### src/rtl/calc_pkg.sv
// Shared definitions for the calculator datapath: keycode width, buffer defaults
// and the keycode map used by keypad, key_event_fifo and calc_logic.
package calc_pkg;

    localparam int KEYCODE_W      = 5;
    localparam int FIFO_DEPTH_DEF = 8;
    localparam int HOLDOFF_DEF    = 250000;

    typedef logic [KEYCODE_W-1:0] keycode_t;

    localparam keycode_t KEY_0   = 5'h00;
    localparam keycode_t KEY_1   = 5'h01;
    localparam keycode_t KEY_2   = 5'h02;
    localparam keycode_t KEY_3   = 5'h03;
    localparam keycode_t KEY_4   = 5'h04;
    localparam keycode_t KEY_5   = 5'h05;
    localparam keycode_t KEY_6   = 5'h06;
    localparam keycode_t KEY_7   = 5'h07;
    localparam keycode_t KEY_8   = 5'h08;
    localparam keycode_t KEY_9   = 5'h09;
    localparam keycode_t KEY_ADD = 5'h0A;
    localparam keycode_t KEY_SUB = 5'h0B;
    localparam keycode_t KEY_MUL = 5'h0C;
    localparam keycode_t KEY_DIV = 5'h0D;
    localparam keycode_t KEY_EQ  = 5'h0E;
    localparam keycode_t KEY_CLR = 5'h0F;

    // Counter width that stays legal when the range collapses to a single value.
    function automatic int cnt_width(input int n);
        return (n > 1) ? $clog2(n) : 1;
    endfunction

endpackage

### src/rtl/key_event_fifo_if.sv
// Key event stream: scanner-side push (newkey/keycode) and consumer-side
// show-ahead valid/ready, grouped so the FIFO sits between them as the slave.
interface key_event_fifo_if import calc_pkg::*; #(parameter int KW = KEYCODE_W);

    logic          newkey;
    logic [KW-1:0] keycode;
    logic          key_ready;
    logic          key_valid;
    logic [KW-1:0] key_code;

    modport master (output newkey, keycode, key_ready, input key_valid, key_code);
    modport slave  (input newkey, keycode, key_ready, output key_valid, key_code);

endinterface

### src/rtl/key_holdoff_timer.sv
// Same-key rejection window: reloads to HOLDOFF-1 on every accepted event and
// counts down to zero, where it parks until the next load.
module key_holdoff_timer import calc_pkg::*; #(
    parameter int HOLDOFF = HOLDOFF_DEF
) (
    input  logic clock,
    input  logic reset,
    input  logic load,
    output logic cnt_zero
);

    localparam int            CW       = cnt_width(HOLDOFF);
    localparam logic [CW-1:0] LOAD_VAL = CW'(HOLDOFF - 1);

    logic [CW-1:0] cnt_r;

    // Window counter: load wins, otherwise saturating decrement.
    always_ff @(posedge clock or posedge reset) begin
        if (reset) begin
            cnt_r <= {CW{1'b0}};
        end else if (load) begin
            cnt_r <= LOAD_VAL;
        end else if (cnt_r != {CW{1'b0}}) begin
            cnt_r <= cnt_r - CW'(1);
        end else begin
            cnt_r <= cnt_r;
        end
    end

    assign cnt_zero = (cnt_r == {CW{1'b0}});

endmodule

### src/rtl/key_event_fifo.sv
// Keypad event buffer with same-key hold-off filter, show-ahead output stream,
// fill level and sticky overflow flag.
module key_event_fifo import calc_pkg::*; #(
    parameter int DEPTH   = FIFO_DEPTH_DEF,
    parameter int KW      = KEYCODE_W,
    parameter int HOLDOFF = HOLDOFF_DEF
) (
    input  logic                       clock,
    input  logic                       reset,
    key_event_fifo_if.slave            kif,
    input  logic                       flush,
    input  logic                       clr_drop,
    output logic [$clog2(DEPTH+1)-1:0] level,
    output logic                       drop_flag
);

    localparam int AW = $clog2(DEPTH);
    localparam int LW = $clog2(DEPTH+1);

    logic [KW-1:0] mem_r [DEPTH];
    logic [AW-1:0] rd_ptr_r;
    logic [AW-1:0] wr_ptr_r;
    logic [LW-1:0] count_r;
    logic          valid_r;
    logic          drop_r;
    logic [KW-1:0] last_code_r;
    logic          last_vld_r;

    logic          cnt_zero_s;
    logic          cand_s;
    logic          pop_s;
    logic          full_s;
    logic          push_s;
    logic          drop_s;
    logic [LW-1:0] count_next_s;

    key_holdoff_timer #(.HOLDOFF(HOLDOFF)) u_holdoff (
        .clock    (clock),
        .reset    (reset),
        .load     (cand_s),
        .cnt_zero (cnt_zero_s)
    );

    // A repeat of the last accepted code inside the window is silently ignored.
    assign cand_s = kif.newkey & ~(last_vld_r & (kif.keycode == last_code_r) & ~cnt_zero_s);
    assign pop_s  = valid_r & kif.key_ready;
    assign full_s = (count_r == LW'(DEPTH));
    assign push_s = cand_s & (~full_s | pop_s) & ~flush;
    assign drop_s = cand_s & full_s & ~pop_s & ~flush;

    // Next occupancy; flush overrides any concurrent push or pop.
    always_comb begin
        count_next_s = count_r;
        if (flush) begin
            count_next_s = {LW{1'b0}};
        end else if (push_s && !pop_s) begin
            count_next_s = count_r + LW'(1);
        end else if (pop_s && !push_s) begin
            count_next_s = count_r - LW'(1);
        end else begin
            count_next_s = count_r;
        end
    end

    // Occupancy and registered valid, kept in step so key_valid has no input path.
    always_ff @(posedge clock or posedge reset) begin
        if (reset) begin
            count_r <= {LW{1'b0}};
            valid_r <= 1'b0;
        end else begin
            count_r <= count_next_s;
            valid_r <= (count_next_s != {LW{1'b0}});
        end
    end

    // Read/write pointers wrap naturally because DEPTH is a power of two.
    always_ff @(posedge clock or posedge reset) begin
        if (reset) begin
            rd_ptr_r <= {AW{1'b0}};
            wr_ptr_r <= {AW{1'b0}};
        end else if (flush) begin
            rd_ptr_r <= {AW{1'b0}};
            wr_ptr_r <= {AW{1'b0}};
        end else begin
            if (push_s) begin
                wr_ptr_r <= wr_ptr_r + AW'(1);
            end
            if (pop_s) begin
                rd_ptr_r <= rd_ptr_r + AW'(1);
            end
        end
    end

    // Entry storage; contents are don't-care until written.
    always_ff @(posedge clock) begin
        if (push_s) begin
            mem_r[wr_ptr_r] <= kif.keycode;
        end
    end

    // Sticky overflow flag; a new drop beats a concurrent clear.
    always_ff @(posedge clock or posedge reset) begin
        if (reset) begin
            drop_r <= 1'b0;
        end else if (drop_s) begin
            drop_r <= 1'b1;
        end else if (clr_drop) begin
            drop_r <= 1'b0;
        end else begin
            drop_r <= drop_r;
        end
    end

    // Remember the last candidate code, whether it was stored, dropped or flushed.
    always_ff @(posedge clock or posedge reset) begin
        if (reset) begin
            last_code_r <= {KW{1'b0}};
            last_vld_r  <= 1'b0;
        end else if (cand_s) begin
            last_code_r <= kif.keycode;
            last_vld_r  <= 1'b1;
        end else begin
            last_code_r <= last_code_r;
            last_vld_r  <= last_vld_r;
        end
    end

    assign kif.key_valid = valid_r;
    assign kif.key_code  = mem_r[rd_ptr_r];
    assign level         = count_r;
    assign drop_flag     = drop_r;

endmodule

### src/flat_wrapper.sv
// flat-port wrapper written by rule: the top's interface ports become plain ports
module key_event_fifo_flat import calc_pkg::*;
#(
    parameter int DEPTH   = FIFO_DEPTH_DEF,
    parameter int KW      = KEYCODE_W,
    parameter int HOLDOFF = HOLDOFF_DEF
)
  (clock, reset, flush, clr_drop, level, drop_flag, kif_newkey, kif_keycode, kif_key_ready, kif_key_valid, kif_key_code);
  key_event_fifo_if #(.KW(KW)) kif_i ();
  input  logic clock;
  input  logic reset;
  input  logic flush;
  input  logic clr_drop;
  output logic [$clog2(DEPTH+1)-1:0] level;
  output logic drop_flag;
  input wire logic [$bits(kif_i.newkey)-1:0] kif_newkey;
  input wire logic [$bits(kif_i.keycode)-1:0] kif_keycode;
  input wire logic [$bits(kif_i.key_ready)-1:0] kif_key_ready;
  output wire logic [$bits(kif_i.key_valid)-1:0] kif_key_valid;
  output wire logic [$bits(kif_i.key_code)-1:0] kif_key_code;
  assign kif_i.newkey = kif_newkey;
  assign kif_i.keycode = kif_keycode;
  assign kif_i.key_ready = kif_key_ready;
  assign kif_key_valid = kif_i.key_valid;
  assign kif_key_code = kif_i.key_code;
  key_event_fifo #(.DEPTH(DEPTH), .KW(KW), .HOLDOFF(HOLDOFF)) u_core (.clock(clock), .reset(reset), .kif(kif_i), .flush(flush), .clr_drop(clr_drop), .level(level), .drop_flag(drop_flag));
endmodule
### config.mk
export PLATFORM = sky130hd
export DESIGN_NAME = key_event_fifo_flat
export DESIGN_NICKNAME = d
export VERILOG_FILES = /design/src/rtl/calc_pkg.sv /design/src/rtl/key_event_fifo_if.sv /design/src/rtl/key_holdoff_timer.sv /design/src/rtl/key_event_fifo.sv /design/src/flat_wrapper.sv
export SDC_FILE = /design/constraint.sdc
export NUM_CORES = 1
export LEC_CHECK = 0
export ABC_AREA = 1
export CORE_UTILIZATION = 61
export CTS_CLUSTER_SIZE = 25
export DETAILED_ROUTE_END_ITERATION = 16
export PLACE_DENSITY = 0.81
export SETUP_SLACK_MARGIN = 0.5
export SYNTH_ARGS = -nofsm -noshare
export SYNTH_HDL_FRONTEND = slang
export SYNTH_SLANG_ARGS = --single-unit
### constraint.sdc
create_clock -name clock -period 5.05 [get_ports clock]
set_input_delay 0.7575 -clock clock [delete_from_list [all_inputs] [get_ports clock]]
set_output_delay 0.7575 -clock clock [all_outputs]
set_load 0.05 [all_outputs]
==> impl_metrics.csv <==
group,metric,value,unit
run_status,outcome,"finished, final reports clean",
clock_tree,clock_path_buffers,2,
route,wirelength,7.51,mm
grt,grt_pass1_wl,12.4,mm
clock_tree,hold_buffers,0,
grt,antenna_found_initial,0,
route,wire_per_inst,15.4,µm
route,drt-pass1-iter-count,5,
clock_tree,clkLatencyLatePin,0.34,ns
yosys,yosys_warnings,0,
grt,grt_max_degree,37,
sta,finalSetupTns,0,ns
route,via_per_inst,5.65,
setup_path,cp_data_arrival_time,2.96,ns
floorplanning,core_area,5640,µm²
setup_path,path_class,"register to primary output",
yosys,synth_seq_cells,76,
flow_run,cap_violations,0,
clock_tree,cts_resized,0,
sta,finalSetupViolCount,0,
yosys,yosysTopAreaCell,"edfxtp_1",
clock_tree,cts_made_buffers,9,
yosys,synth_top_cells_by_count,"nor2_1 (74), nand2_1 (54), inv_1 (47), edfxtp_1 (40), o21ai_0 (40)",
sta,clock.fmax,269,MHz
sta,rsz0062_at_grt,"false",
power_and_ir_drop,power.leakage,1.77,nW
sta,finalCriticalPeriod,3.72,ns
clock_tree,path_clk_slew,0.07,ns
grt,globalRouteOverflowTotal,0,
power_and_ir_drop,power_density,384,nW/µm²
layout,final_area,4090,µm²
grt,met3_usage,5.63,%
clock_tree,post-cts-setup-buffer-count,0,
sta,slew_violations,0,
floorplanning,fp-row-count,27,
route,final_antenna_net_count,0,
placed_design,place.gp.congestion,0.817,
setup_path,cp-end-kind,"primary output",
layout,antenna_cells,0,
setup_path,crit_path_start_kind,"register",
yosys,syn_area,3640,µm²
floorplanning,die_h,79.3,µm
sta,slew-limit-headroom,52.8,%
grt,met1_usage,35.4,%
setup_path,path_buf_inv,2,
route,drc,0,
route,vias,2752,
grt,top_usage_layer,"met2",
yosys,synthArstFlopShare,47.4,%
placed_design,placedInstanceArea,3910,µm²
clock_tree,cts_tree,"yes",
placed_design,hpwl,5.08,mm
yosys,ys_types,35,
yosys,syn_avg_cell_area,9.44,µm²
layout,fillCellCount,412,
clock_tree,cts.htree.levels,3,
sta,worstMarginPinSlew,0.707,ns
grt,grt_pass1_vias,2569,
power_and_ir_drop,finalPower,1.57,mW
layout,fin_util,72.4,%
placed_design,io_buffers,21,
setup_path,critical_path.cell_chain,"inv_1, o21ai_0, o22ai_1, nor2_1, a31oi_1, clkdlybuf4s50_1",
yosys,synth_fp_nets,403,
floorplanning,pin_count,22,
yosys,yosys-top-cells-area,"edfxtp_1 (33%), dfrtp_1 (25%), nor2_1 (7.6%)",
setup_path,r2r_slack,2.37,ns
power_and_ir_drop,peakVddDrop,245,µV
setup_path,crit_required,4.29,ns
floorplanning,die_area,6290,µm²
floorplanning,initial_utilization,64.6,%
clock_tree,cts-root-buf,"clkbuf_8",
layout,area_growth,12.1,%
yosys,ys.flop_type,"edfxtp_1",
route,drt_iter0_drc,309,
sta,skew,0.00621,ns
yosys,synth.most_common_cell,"nor2_1",
layout,num-nets-final,427,
yosys,syn_inst,386,
sta,period_share,73.6,%
setup_path,cpPeakStageDelay,0.82,ns
clock_tree,cts_sinks,76,
yosys,synth_top_area_share,33.0,%
grt,use_met2,42.4,%
grt,grtUsageTotal,26.9,%
floorplanning,die_w,79.3,µm
setup_path,cp_top_family,"buffers and inverters",
layout,layout-drive-gt1-share,7.23,%
sta,hold_viol,0,
placed_design,pre_cts_ws,1.72,ns
setup_path,crit_fanout,22,
yosys,yosysSeqAreaShare,57.7,%
yosys,synth-edff-count,40,
setup_path,cpMaxStageDelayCell,"clkdlybuf4s50_1",
hold_path,worstHoldPathType,"register to register",
sta,fin_ws,1.33,ns
## flip-flops by register name, indices dropped and copies added, names as in the netlist
name and cells:
u_core.last_code_r 5, u_core.u_holdoff.cnt_r 18, u_core.last_vld_r 1, u_core.drop_flag 1, u_core.kif.key_valid 1, u_core.level 4
u_core.wr_ptr_r 3, u_core.mem_r 40, u_core.rd_ptr_r 3
## cell families after synthesis
kind of cell               Yosys count  share of synthesized area, %
AOI/OAI and AO/OA                   68                          10.2
xor gates and xnor gates             4                         0.961
adders and majority gates            6                          2.06
buffers and inverters               57                          6.11
DFF                                 76                          57.7
and+or+nand+nor                    175                          22.9
## final cells by class
type | instances | area, µm² | share of cell area (%)
Multi-Input combinational cell | 253 | 1320 | 32.3
Clock inverter | 4 | 41.3 | 1.01
Inverter | 48 | 180 | 4.41
Sequential cell | 76 | 2100 | 51.5
Timing Repair Buffer | 22 | 218 | 5.33
Clock buffer | 12 | 135 | 3.31
Tap cell | 72 | 90.1 | 2.21
## placed cells by master (no fill, tap or decap), drive strengths merged, types with 3 or more instances in the layout
cell	netlist	final
nand3b	3	3
ha	6	6
dfrtp	36	36
clkinv	0	3
nand2	58	58
nor2	81	81
clkbuf	7	12
nand4	7	7
clkdlybuf4s50	0	21
a31oi	5	5
o22ai	5	5
nand3	18	18
xor2	4	4
a21oi	10	10
o211ai	3	3
inv	48	48
o21ai	41	41
edfxtp	40	40
nor3	7	7
## worst reg2reg max path: cells and delay by family, from the launching register on
| kind | cells | cell delay, ns |
|---|---|---|
| and+or+nand+nor | 7 | 1.44 |
| DFF | 1 | 0.40 |
| buffers and inverters | 2 | 0.26 |
| adders and majority gates | 1 | 0.21 |
## stage by stage
stage / cells / hold slack [ns]
CTS: 487 / 0.501
finish: 487 / 0.495
detailed placement: 471 / 0.484
global placement: 471 / 0.470
global route: 487 / 0.514
floorplan: 386 / 0.440
## power by group
| part | total [mW] | internal (mW) | switching [mW] |
|---|---|---|---|
| clock | 0.425 | 0.224 | 0.201 |
| sequential | 0.734 | 0.689 | 0.0453 |
| combinational | 0.408 | 0.131 | 0.277 |
## metal layers
metal  vias to the layer above  part of all wire (%)
met2                       116                    47
met3                        25                   7.0
met1                      1277                    43
met4                         0                   2.7
li1                       1334                     -
met5                         -                     0
## final timing paths
path,startpoint,endpoint,cells past startpoint
worst min register to register,u_core.last_vld_r,u_core.last_vld_r,1
worst max register to register,u_core.u_holdoff.cnt_r[0],u_core.mem_r[4][2],10
worst min-delay path,u_core.last_vld_r,u_core.last_vld_r,1
worst max-delay path,u_core.rd_ptr_r[0],kif_key_code[4],6
min in group asynchronous,reset,u_core.level[3],3
max in group asynchronous,reset,u_core.last_code_r[2],3
Power figures use the tool's default switching activity.
